File: src/rtl/star_box_writer.sv
// star_box_writer: fills a rectangular box of the 60x60, 3-bit image RAM with a
// constant colour, one pixel per clock, in raster order (address = y*60 + x).
// Used to blank a star once its bounding box is known.
// Build option: define STAR_BOX_OUTLINE_EN to write only the box perimeter;
// traversal order and cycle count stay the same, interior cycles hold wrEn low.
module star_box_writer #(
    parameter int unsigned xSz    = 6,
    parameter int unsigned ySz    = 6,
    parameter int unsigned addrSz = 12,
    parameter int unsigned colSz  = 3,
    parameter int unsigned X_RES  = 60,
    parameter int unsigned Y_RES  = 60
) (
    input  logic              clk,
    input  logic              reset,
    input  logic              start,
    input  logic [xSz-1:0]    xLeft,
    input  logic [xSz-1:0]    xRight,
    input  logic [ySz-1:0]    yTop,
    input  logic [ySz-1:0]    yBottom,
    input  logic [colSz-1:0]  colourIn,
    output logic [addrSz-1:0] wrAddress,
    output logic [colSz-1:0]  wrData,
    output logic              wrEn,
    output logic              busy,
    output logic              done,
    output logic              errBox
);

    typedef enum logic [1:0] {
        IDLE  = 2'd0,
        WRITE = 2'd1,
        DONE  = 2'd2
    } stateType;

    localparam logic [xSz-1:0] xMax = xSz'(X_RES - 1);
    localparam logic [ySz-1:0] yMax = ySz'(Y_RES - 1);

    stateType          state, stateNext;

    // Current pixel counters and latched box bounds
    logic [xSz-1:0]    xCnt, xCntNext;
    logic [ySz-1:0]    yCnt, yCntNext;
    logic [xSz-1:0]    xLeftQ, xLeftNext;
    logic [xSz-1:0]    xRightQ, xRightNext;
    logic [ySz-1:0]    yTopQ, yTopNext;
    logic [ySz-1:0]    yBottomQ, yBottomNext;

    // Next values of the registered outputs
    logic [addrSz-1:0] wrAddressNext;
    logic [colSz-1:0]  wrDataNext;
    logic              wrEnNext;
    logic              busyNext;
    logic              doneNext;
    logic              errBoxNext;

    // Step helpers used inside WRITE
    logic              lastCol;
    logic              lastRow;
    logic [xSz-1:0]    xStep;
    logic [ySz-1:0]    yStep;
    logic              reqValid;

    // Row-major address y*60 + x built from shifts: 60 = 32 + 16 + 8 + 4
    function automatic logic [addrSz-1:0] pixAddr(input logic [xSz-1:0] xv,
                                                  input logic [ySz-1:0] yv);
        logic [addrSz-1:0] yw;
        yw = addrSz'(yv);
        return (yw << 5) + (yw << 4) + (yw << 3) + (yw << 2) + addrSz'(xv);
    endfunction

    // A request is rejected for an inverted or out-of-image box
    assign reqValid = (xLeft <= xRight) && (yTop <= yBottom) &&
                      (xRight <= xMax) && (yBottom <= yMax);

    // State, counters, latched bounds and registered outputs
    always_ff @(posedge clk or posedge reset) begin
        if (reset) begin
            state     <= IDLE;
            xCnt      <= '0;
            yCnt      <= '0;
            xLeftQ    <= '0;
            xRightQ   <= '0;
            yTopQ     <= '0;
            yBottomQ  <= '0;
            wrAddress <= '0;
            wrData    <= '0;
            wrEn      <= 1'b0;
            busy      <= 1'b0;
            done      <= 1'b0;
            errBox    <= 1'b0;
        end else begin
            state     <= stateNext;
            xCnt      <= xCntNext;
            yCnt      <= yCntNext;
            xLeftQ    <= xLeftNext;
            xRightQ   <= xRightNext;
            yTopQ     <= yTopNext;
            yBottomQ  <= yBottomNext;
            wrAddress <= wrAddressNext;
            wrData    <= wrDataNext;
            wrEn      <= wrEnNext;
            busy      <= busyNext;
            done      <= doneNext;
            errBox    <= errBoxNext;
        end
    end

    // Next-state, raster stepping and next output values
    always_comb begin
        stateNext     = state;
        xCntNext      = xCnt;
        yCntNext      = yCnt;
        xLeftNext     = xLeftQ;
        xRightNext    = xRightQ;
        yTopNext      = yTopQ;
        yBottomNext   = yBottomQ;
        wrAddressNext = wrAddress;
        wrDataNext    = wrData;
        wrEnNext      = 1'b0;
        busyNext      = 1'b0;
        doneNext      = 1'b0;
        errBoxNext    = 1'b0;

        lastCol = (xCnt == xRightQ);
        lastRow = (yCnt == yBottomQ);
        xStep   = lastCol ? xLeftQ : xCnt + xSz'(1);
        yStep   = lastCol ? yCnt + ySz'(1) : yCnt;

        case (state)
            IDLE: begin
                if (start) begin
                    xLeftNext   = xLeft;
                    xRightNext  = xRight;
                    yTopNext    = yTop;
                    yBottomNext = yBottom;
                    wrDataNext  = colourIn;
                    if (reqValid) begin
                        // First pixel is the top-left corner, always on the perimeter
                        stateNext     = WRITE;
                        xCntNext      = xLeft;
                        yCntNext      = yTop;
                        wrAddressNext = pixAddr(xLeft, yTop);
                        wrEnNext      = 1'b1;
                        busyNext      = 1'b1;
                    end else begin
                        stateNext  = DONE;
                        doneNext   = 1'b1;
                        errBoxNext = 1'b1;
                    end
                end
            end

            WRITE: begin
                if (lastCol && lastRow) begin
                    stateNext = DONE;
                    doneNext  = 1'b1;
                end else begin
                    xCntNext      = xStep;
                    yCntNext      = yStep;
                    wrAddressNext = pixAddr(xStep, yStep);
                    busyNext      = 1'b1;
`ifdef STAR_BOX_OUTLINE_EN
                    wrEnNext      = (xStep == xLeftQ) || (xStep == xRightQ) ||
                                    (yStep == yTopQ)  || (yStep == yBottomQ);
`else
                    wrEnNext      = 1'b1;
`endif
                end
            end

            DONE: begin
                stateNext = IDLE;
            end

            default: begin
                stateNext = IDLE;
            end
        endcase
    end

endmodule
File: config.mk
export PLATFORM = sky130hd
export DESIGN_NAME = star_box_writer
export DESIGN_NICKNAME = d
export VERILOG_FILES = /design/src/rtl/star_box_writer.sv
export SDC_FILE = /design/constraint.sdc
export NUM_CORES = 1
export LEC_CHECK = 0
export ABC_CLOCK_PERIOD_IN_PS = 5200
export CAP_MARGIN = 20
export CORE_MARGIN = 3
export CORE_UTILIZATION = 35
export DETAILED_ROUTE_END_ITERATION = 12
export GPL_ROUTABILITY_DRIVEN = 0
export GPL_TIMING_DRIVEN = 0
export PLACE_DENSITY = 0.59
export SLEW_MARGIN = 20
export SYNTH_ARGS = -nofsm -noshare
export SYNTH_HDL_FRONTEND = slang
export SYNTH_SLANG_ARGS = --single-unit
File: constraint.sdc
create_clock -name clk -period 5.2 [get_ports clk]
set_input_delay 1.04 -clock clk [delete_from_list [all_inputs] [get_ports clk]]
set_output_delay 1.04 -clock clk [all_outputs]
set_load 0.05 [all_outputs]
# ---- Word level (Yosys, flattened, before mapping)
# Index checks and enable logic that the tools add are counted.
dict set report word_totals {
  n_memories 0
  word_cells 68
  out_inout_bits 19
  reg_bits 50
  mem_bits_rw 0
  mem_bits_ro 0
  input_bits 30
  latch_bits 0
}
dict set report op_classes {
  order_cmp 4
  shifts 0
  n_reduce_logical 9
  muxes 27
  bitwise_logic 0
  addsub 10
  eq_ne 7
  mul 0
  div 0
}
# cell count
set op_table {}
lappend op_table {{6-bit two-way mux} 8}
lappend op_table {{12-bit two-way mux} 3}
lappend op_table {{11-bit by 10-bit adder with 12-bit output} 2}
lappend op_table {{12-bit by 6-bit adder with 12-bit output} 2}
lappend op_table {{12-bit by 8-bit adder with 12-bit output} 2}
lappend op_table {{12-bit by 9-bit adder with 12-bit output} 2}
lappend op_table {{12-bit case mux with 2 select lines} 1}
lappend op_table {{6-bit case mux with 2 select lines} 2}
lappend op_table {{6-bit by 1-bit adder with 6-bit output, second input constant} 2}
lappend op_table {{6-bit equality test} 2}
lappend op_table {{6-bit <= comparator} 2}
lappend op_table {{6-bit <= comparator, second input constant} 2}
lappend op_table {{2-bit inequality test, second input constant} 4}
lappend op_table {{1-bit two-way mux} 7}
lappend op_table {{2-bit two-way mux} 3}
lappend op_table {{1-bit logical AND} 4}
lappend op_table {{1-bit case mux with 2 select lines} 2}
lappend op_table {{2-bit case mux with 2 select lines} 1}
lappend op_table {{2-bit AND reduction} 2}
lappend op_table {{4-bit AND reduction} 1}
lappend op_table {{2-bit by 1-bit equality test with 1-bit output, second input constant} 1}
lappend op_table {{2-bit logical NOT} 1}
lappend op_table {{2-bit nonzero test} 1}

# ---- Logic depth before layout (Yosys ltp)
# Gate-level depths: netlist of run 1.
dict set report logic_depth {
  ltp_word 8
  ltp_mapped 20
  depth_no_buf 19
}

# ---- Worst setup path before layout of run 1
# OpenSTA, ideal clock, no wires.
dict set report synth_path {
  path_type {flip-flop to flip-flop}
  from {register, netlist name wrAddress[0]}
  to {register wrAddress[11]}
  setup_slack_ps 408
  arrival_ps 4667
  t_required_ps 5075
  synth_period_minus_slack_ps 4792
  setup_ps 125
  n_path_buf 1
  path_stages_with_launch 18
  cell_sequence {dfrtp_1 xor2_1 nor4_4 nand2_1 clkbuf_1 nor2_1 xnor2_1 fa_1 fa_1 inv_1 ha_1 fa_1 a21o_1 a21oi_1 o21ai_0 nor3b_1 nor3b_1 mux2_2}
}
# item line_no
set synth_lines {}
lappend synth_lines {{end signal: assignment} 100} ;# wrAddress <= wrAddressNext;
lappend synth_lines {{end: declaration} 22} ;# output logic [addrSz-1:0] wrAddress,

==> results by group, run 1 <==
Outcome
  • Status: finished, final reports clean

Route
  • Drc violations: 0
  • Post-route ant nets: 0
  • Detailed Routing Iterations Pass 1: 4
  • Average wire per standard cell: 16.6 um
  • Via count: 3209
  • DR iter-0 viols: 181
  • Drt via density: around 5.1
  • Routed wire length: 10400 um

Synth
  • Synth Register Bits: 48
  • Post-synth cell types: 49
  • Ys flop type: dfrtp_1
  • Mean post-synth cell area: roughly 10 sq um
  • Post-synth net total: 531
  • Syn Inst Count: 426
  • FFs w/ async S/R, synth: 100%
  • Synth warnings: 0
  • Register area share after synthesis: 28.2%
  • EDFF count, synth: 0
  • Post-Syn Area: 4250 sq um

STA
  • Slew Viols, Final: 0
  • Hold Fails Final Rpt: 0
  • Tmin final: 4.98 ns
  • FMAX: 0.201 GHz
  • Tcrit/Tclk final: 95.7%
  • Max transition margin: 56.7%
  • Measured slew at the worst slew-check pin: 0.649 ns
  • Setup slack after layout: 0.225 ns
  • RSZ-0062 raised after global routing: false
  • Fin Hold WS: 0.508 ns
  • Final setup vio count: 0
  • Clock Skews: around 0.0047 ns

Clock tree
  • Clock Path Buffers: 2
  • Worst-skew pair later-pin latency: 0.29 ns
  • Sink Count: 48
  • Clock transition at path regs: 0.07 ns
  • Cts bufs inserted: 5
  • TritonCTS clock tree: done
  • Root Driver: clkbuf_16
  • CTS Hold Buffers Added: 0
  • H-tree depth: 2

Placed design
  • DP Worst Slack: -0.410 ns
  • Area after DPL: 4930 sq um
  • Hpwl dp: 8180 um
  • Buffers on Ports: 48
  • Placed cell count: 618

Die
  • Chip Height: 116 um
  • CORE AREA: 11700 sq um
  • Row count: 39
  • Starting Density: around 36%
  • Die ar.: 13500 sq um
  • Die Wd: 116 um
  • IO Pins: 49

Cells and area
  • Fill count: roughly 1100
  • Design area: around 5200 sq um
  • Most frequent cells in the layout: 52 x ha_1, 48 x clkdlybuf4s50_1, 47 x dfrtp_1, 44 x inv_1, 29 x nand2_1
  • Fin nets: about 590
  • Finished Layout Cells: 626
  • Commonest non-fill, non-tap cell in the layout: ha_1
  • Layout area overhead: 22.7%
  • N_diodes: 0
  • Fraction of layout cells with a size suffix above 1: 13.3%

Global routing
  • Total gr overflow: 0
  • GRT Overall Usage: 16.5%
  • Antenna violations before repair: 0
  • First-pass GRT wire length: 17400 um
  • Largest net degree at the start of global routing: 32
  • Vias in the first global route: approximately 3400

Worst setup path
  • Critical Path Max Stage Delay: 0.49 ns
  • Critical path, cell by cell: xor2_1 > nor4_4 > nand2_4 > mux2i_2 > inv_1 > ha_1 > o21bai_1 > fa_1 > inv_1 > fa_1 > inv_1 > ha_1 > fa_1 > a21o_1 > a21oi_4 > o21ai_0 > nor3b_1 > nor3b_1 > mux2_2
  • CP Capture Type: register
  • CP startpoint kind: register
  • Crit-path slowest cell: fa_1
  • Critical path type: reg -> reg
  • WP data required: 5.38 ns
  • CP max FO: 7
  • WP data arrival: 5.15 ns

Job
  • Maximum capacitance violations: 0

Worst hold path
  • Min-Delay Path Class: reg -> reg
==> synth_stat cells, drive strengths merged (5+ instances only) <==
cell type | count | area, sq um
mux2 | 30 | 360
a31oi | 10 | 62.6
dfrtp | 48 | 1200
nand3 | 11 | 55.1
xor2 | 15 | 131
clkbuf | 14 | 52.6
o21ai | 15 | 75.1
nor2 | 17 | 63.8
fa | 23 | 460
a21oi | 27 | 139
ha | 52 | 651
mux2i | 5 | 50.1
inv | 45 | 169
and2 | 5 | 31.3
nor3 | 8 | 40.0
buf | 7 | 67.6
xnor2 | 16 | 140
nand2 | 30 | 113
==> timing repair <==
action	CTS	global route
pin swaps	0	1
gates resized for setup	7	10
endpoints found under the setup margin	4	3
setup buffers	0	1
==> per-stage QoR <==
stage               util [%]  TNS (ns)
global placement        42.1    -0.744
floorplan                  -         0
CTS                     44.2         0
global route            44.8         0
finish                  44.8         0
detailed placement      42.3    -0.728
==> registers in the layout (all words and copies together) (netlist names) <==
name       count
busy           1
done           1
errBox         1
state          2
wrAddress     12
wrData         3
xCnt           4
xLeftQ         6
xRightQ        6
yBottomQ       6
yCnt           6
==> worst paths after layout <==
check | startpoint | to | slack [ns] | depth (start not counted)
worst max-delay path | wrAddress[1] | wrAddress[11] | 0.22 | 19
worst min-delay path | wrData[1] | wrData[1] | 0.51 | 1
worst max register to register | wrAddress[1] | wrAddress[11] | 0.22 | 19
worst min register to register | wrData[1] | wrData[1] | 0.51 | 1
max in group asynchronous | reset | wrAddress[1] | 3.63 | 3
min in group asynchronous | reset | wrData[1] | 1.06 | 2
==> logic make-up (layout without fill, tap and decap cells) <==
group           count (synthesis)  in the layout  share of synthesized area [%]
compound gates                 81             81                           12.2
fa+ha+maj                      75             75                           26.1
xor+xnor                       31             31                           6.38
simple gates                   90             90                           10.6
buf+inv                        66            123                           6.80
mux                            35             35                           9.65
flops                          48             48                           28.2
==> worst max-delay path, delay by kind of cell (launching register included) <==
family / cells / cell delay, ns
fa+ha+maj: 5 / 1.82
flops: 1 / 0.44
buf+inv: 3 / 0.24
compound gates: 4 / 0.67
simple gates: 4 / 0.90
xor+xnor: 1 / 0.20
mux: 2 / 0.58
==> metal layers <==
metal	up-vias	global-route usage, %	share of wire (%)
met1	1566	23.9	49
met5	-	0	0
met2	54	26.5	46
met3	13	1.92	3.2
li1	1576	-	-
met4	0	3.63	1.2
==> area by class of cell <==
cell class	instances	area, sq um	area share (%)
buffer	21	121	2.33
clock buffer	5	125	2.40
clock inverter	2	60.1	1.15
inverter	45	169	3.24
multi-input combinational	312	2860	54.7
sequential	48	1200	23.0
tap	143	179	3.43
timing repair buffer	50	508	9.73
Power of run 1 is left out: the tool's default activity adds up to more than one toggle a clock period on the data nets, which glitch-free logic cannot reach.
==> inputs of run 2 (changes only) <==
--- a/config.mk
+++ b/config.mk
@@ -10,9 +10,10 @@
 export CORE_MARGIN = 3
 export CORE_UTILIZATION = 35
 export DETAILED_ROUTE_END_ITERATION = 12
+export DONT_BUFFER_PORTS = 1
 export GPL_ROUTABILITY_DRIVEN = 0
 export GPL_TIMING_DRIVEN = 0
-export PLACE_DENSITY = 0.59
+export PLACE_DENSITY = 0.54
 export SLEW_MARGIN = 20
 export SYNTH_ARGS = -nofsm -noshare
 export SYNTH_HDL_FRONTEND = slang
==> results by group, run 2 (synthesized netlist as in run 1, its figures left out) <==
Outcome
  • Status: finished, final reports clean (unchanged)

Die
  • IO Pins: 49 (unchanged)
  • Die ar.: 13500 sq um (unchanged)
  • Starting Density: 36.5% (unchanged)
  • CORE AREA: 11700 sq um (unchanged)
  • Chip Height: 116 um (unchanged)
  • Die Wd: 116 um (unchanged)
  • Row count: 39 (unchanged)

Global routing
  • Total gr overflow: 0 (unchanged)
  • Global Route met1 Usage: 23.1% (was 23.9%)
  • Largest net degree at the start of global routing: 32 (unchanged)
  • Busiest grt layer: met2 (unchanged)
  • First-pass GRT wire length: 17100 um (was 17400 um)
  • GR Layer Usage met3: 3.26% (was 1.92%)
  • Met2 usage: 25.8% (was 26.5%)
  • Antenna violations before repair: 0 (unchanged)
  • Vias in the first global route: 3156 (was 3446)
  • GRT Overall Usage: 16.4% (was 16.5%)

STA
  • FMAX: 0.202 GHz (was 0.201 GHz)
  • Hold Fails Final Rpt: 0 (unchanged)
  • Clock Skews: 0.00800 ns (was 0.00473 ns)
  • Max transition margin: 56.9% (was 56.7%)
  • Total Neg Setup Slack: 0 ns (unchanged)
  • RSZ-0062 raised after global routing: false (unchanged)
  • Tcrit/Tclk final: 95.0% (was 95.7%)
  • Measured slew at the worst slew-check pin: 0.647 ns (was 0.649 ns)
  • Slew Viols, Final: 0 (unchanged)
  • Final setup vio count: 0 (unchanged)
  • Fin Hold WS: 0.522 ns (was 0.508 ns)
  • Tmin final: 4.94 ns (was 4.98 ns)

Cells and area
  • Fin nets: 541 (was 588)
  • Fill count: 1123 (was 1113)
  • Core Util, Final: 40.6% (was 44.8%)
  • Fraction of layout cells with a size suffix above 1: 15.1% (was 13.3%)
  • Layout area overhead: 11.2% (was 22.7%)
  • Commonest non-fill, non-tap cell in the layout: ha_1 (unchanged)
  • Largest register FFs: 12 (unchanged)
  • N_diodes: 0 (unchanged)
  • Most frequent cells in the layout: 52 x ha_1, 46 x dfrtp_1, 44 x inv_1, 29 x nand2_1, 25 x a21oi_1 (was 52 x ha_1, 48 x clkdlybuf4s50_1, 47 x dfrtp_1, 44 x inv_1, 29 x nand2_1)
  • Reg with most FFs: wrAddress (unchanged)
  • Finished Layout Cells: 580 (was 626)

Worst setup path
  • Most frequent cell on the critical path: fa_1
  • Worst reg2reg path startpoint: wrAddress[1] (unchanged)
  • Worst Path Buf+Inv: 3 (unchanged)
  • WP data required: 5.38 ns (about the same)
  • CP Capture Type: register (unchanged)
  • Critical Path Max Stage Delay: 0.49 ns (about the same)
  • Critical path, cell by cell: xor2_1 > nor4_4 > and2_1 > buf_6 > xnor2_4 > xor2_1 > ha_1 > o21bai_1 > fa_1 > inv_1 > fa_1 > inv_1 > ha_1 > fa_1 > a21o_1 > a21oi_4 > o21ai_0 > nor3b_1 > nor3b_1 > mux2_2 (was xor2_1 > nor4_4 > nand2_4 > mux2i_2 > inv_1 > ha_1 > o21bai_1 > fa_1 > inv_1 > fa_1 > inv_1 > ha_1 > fa_1 > a21o_1 > a21oi_4 > o21ai_0 > nor3b_1 > nor3b_1 > mux2_2)
  • CP startpoint kind: register (unchanged)
  • Critical path origin: wrAddress[1] (unchanged)
  • Critical path type: reg -> reg (unchanged)
  • WP data arrival: 5.12 ns (was 5.15 ns)
  • CP top delay family: adder cells (unchanged)
  • CP max FO: 7 (unchanged)
  • Crit-path slowest cell: fa_1 (unchanged)

Route
  • Average wire per standard cell: 18.6 um (was 16.6 um)
  • DR iter-0 viols: 155 (was 181)
  • Drc violations: 0 (unchanged)
  • Drt via density: 5.37 (was 5.13)
  • Post-route ant nets: 0 (unchanged)
  • Routed wire length: 10800 um (was 10400 um)
  • Detailed Routing Iterations Pass 1: 4 (unchanged)
  • Via count: 3116 (was 3209)

Placed design
  • Placed cell count: 570 (was 618)
  • Hpwl dp: 8350 um (was 8180 um)
  • Buffers on Ports: 0 (was 48)

Job
  • Maximum capacitance violations: 0 (unchanged)

Clock tree
  • TritonCTS clock tree: done (unchanged)
  • Root Driver: clkbuf_16 (unchanged)
  • Worst-skew pair later-pin latency: 0.29 ns (about the same)
  • Clock transition at path regs: 0.08 ns (was 0.07 ns)
  • Sink Count: 48 (unchanged)
  • Clock Path Buffers: 2 (unchanged)
  • Cts bufs inserted: 5 (unchanged)
  • H-tree depth: 2 (unchanged)

Worst hold path
  • Min-Delay Path Class: reg -> reg (unchanged)
  • Hold Crit Start: xLeftQ[3] (was wrData[1])
## run 2: cell count changes in the layout (fill, tap and decap cells not counted), sizes merged
cell           before  now
buf                 9   10
bufinv              2    1
clkdlybuf4s50      48    0
clkinvlp            0    1
inv                45   46
## run 2: timing repair
| item | in CTS | in global routing |
|---|---|---|
| endpoints found under the hold margin | 0 | 0 |
| setup endpoints to repair | 4 | 2 |
| pin swaps | 0 | 1 |
| hold buffers | 0 | 0 |
| gates cloned | 0 | 0 |
| setup buffers | 0 | 2 |
| resized for setup | 6 | 12 |
## run 2: per-stage QoR
stage,instance area [sq um],worst slack [ns]
floorplan,4250,0.408
global placement,4430,-0.331
detailed placement,4450,-0.404
CTS,4650,0.0553
global route,4730,0.00258
finish,4730,0.259
## run 2: final cells by class
type | count | area [sq um] | area share [%]
inverter | 45 | 169 | 3.57
buffer | 21 | 125 | 2.64
clock buffer | 5 | 125 | 2.64
multi-input combinational | 312 | 2850 | 60.2
sequential | 48 | 1200 | 25.4
timing repair buffer | 3 | 35.0 | 0.741
tap | 143 | 179 | 3.78
clock inverter | 3 | 46.3 | 0.979
## run 2: per-layer routing
layer / wire (um) / vias up
met4: 159 / 0
met3: 652 / 17
met5: 0 / -
li1: - / 1494
met2: 5040 / 88
met1: 4930 / 1517
## run 2: final timing paths
path                                 endpoint  slack (ns)  depth (start not counted)
worst min-delay path                xLeftQ[3]        0.52                          1
max in group asynchronous             xCnt[3]        4.03                          2
worst min register to register      xLeftQ[3]        0.52                          1
min in group asynchronous           wrData[2]        0.63                          1
worst max-delay path            wrAddress[11]        0.26                         20
worst max register to register  wrAddress[11]        0.26                         20
## run 2: worst register-to-register path: cells and delay by family (launching register included)
family | cells | cell delay (ns)
AO/OA/AOI/OAI | 4 | 0.66
multiplexers | 1 | 0.27
buffers and inverters | 3 | 0.24
adder cells (fa/ha/maj) | 5 | 1.82
XOR/XNOR | 3 | 0.48
flip-flops | 1 | 0.42
AND/OR/NAND/NOR | 4 | 0.94
Power of run 2 is left out for the same reason.
==> inputs of run 3 (changes only) <==
--- a/config.mk
+++ b/config.mk
@@ -13,6 +13,7 @@
 export DONT_BUFFER_PORTS = 1
 export GPL_ROUTABILITY_DRIVEN = 0
 export GPL_TIMING_DRIVEN = 0
+export HOLD_SLACK_MARGIN = 0.1
 export PLACE_DENSITY = 0.54
 export SLEW_MARGIN = 20
 export SYNTH_ARGS = -nofsm -noshare
==> results of run 3 <==
The final DEF is identical to that of run 2; final timing and power are the same.
Power of run 3 is left out for the same reason.
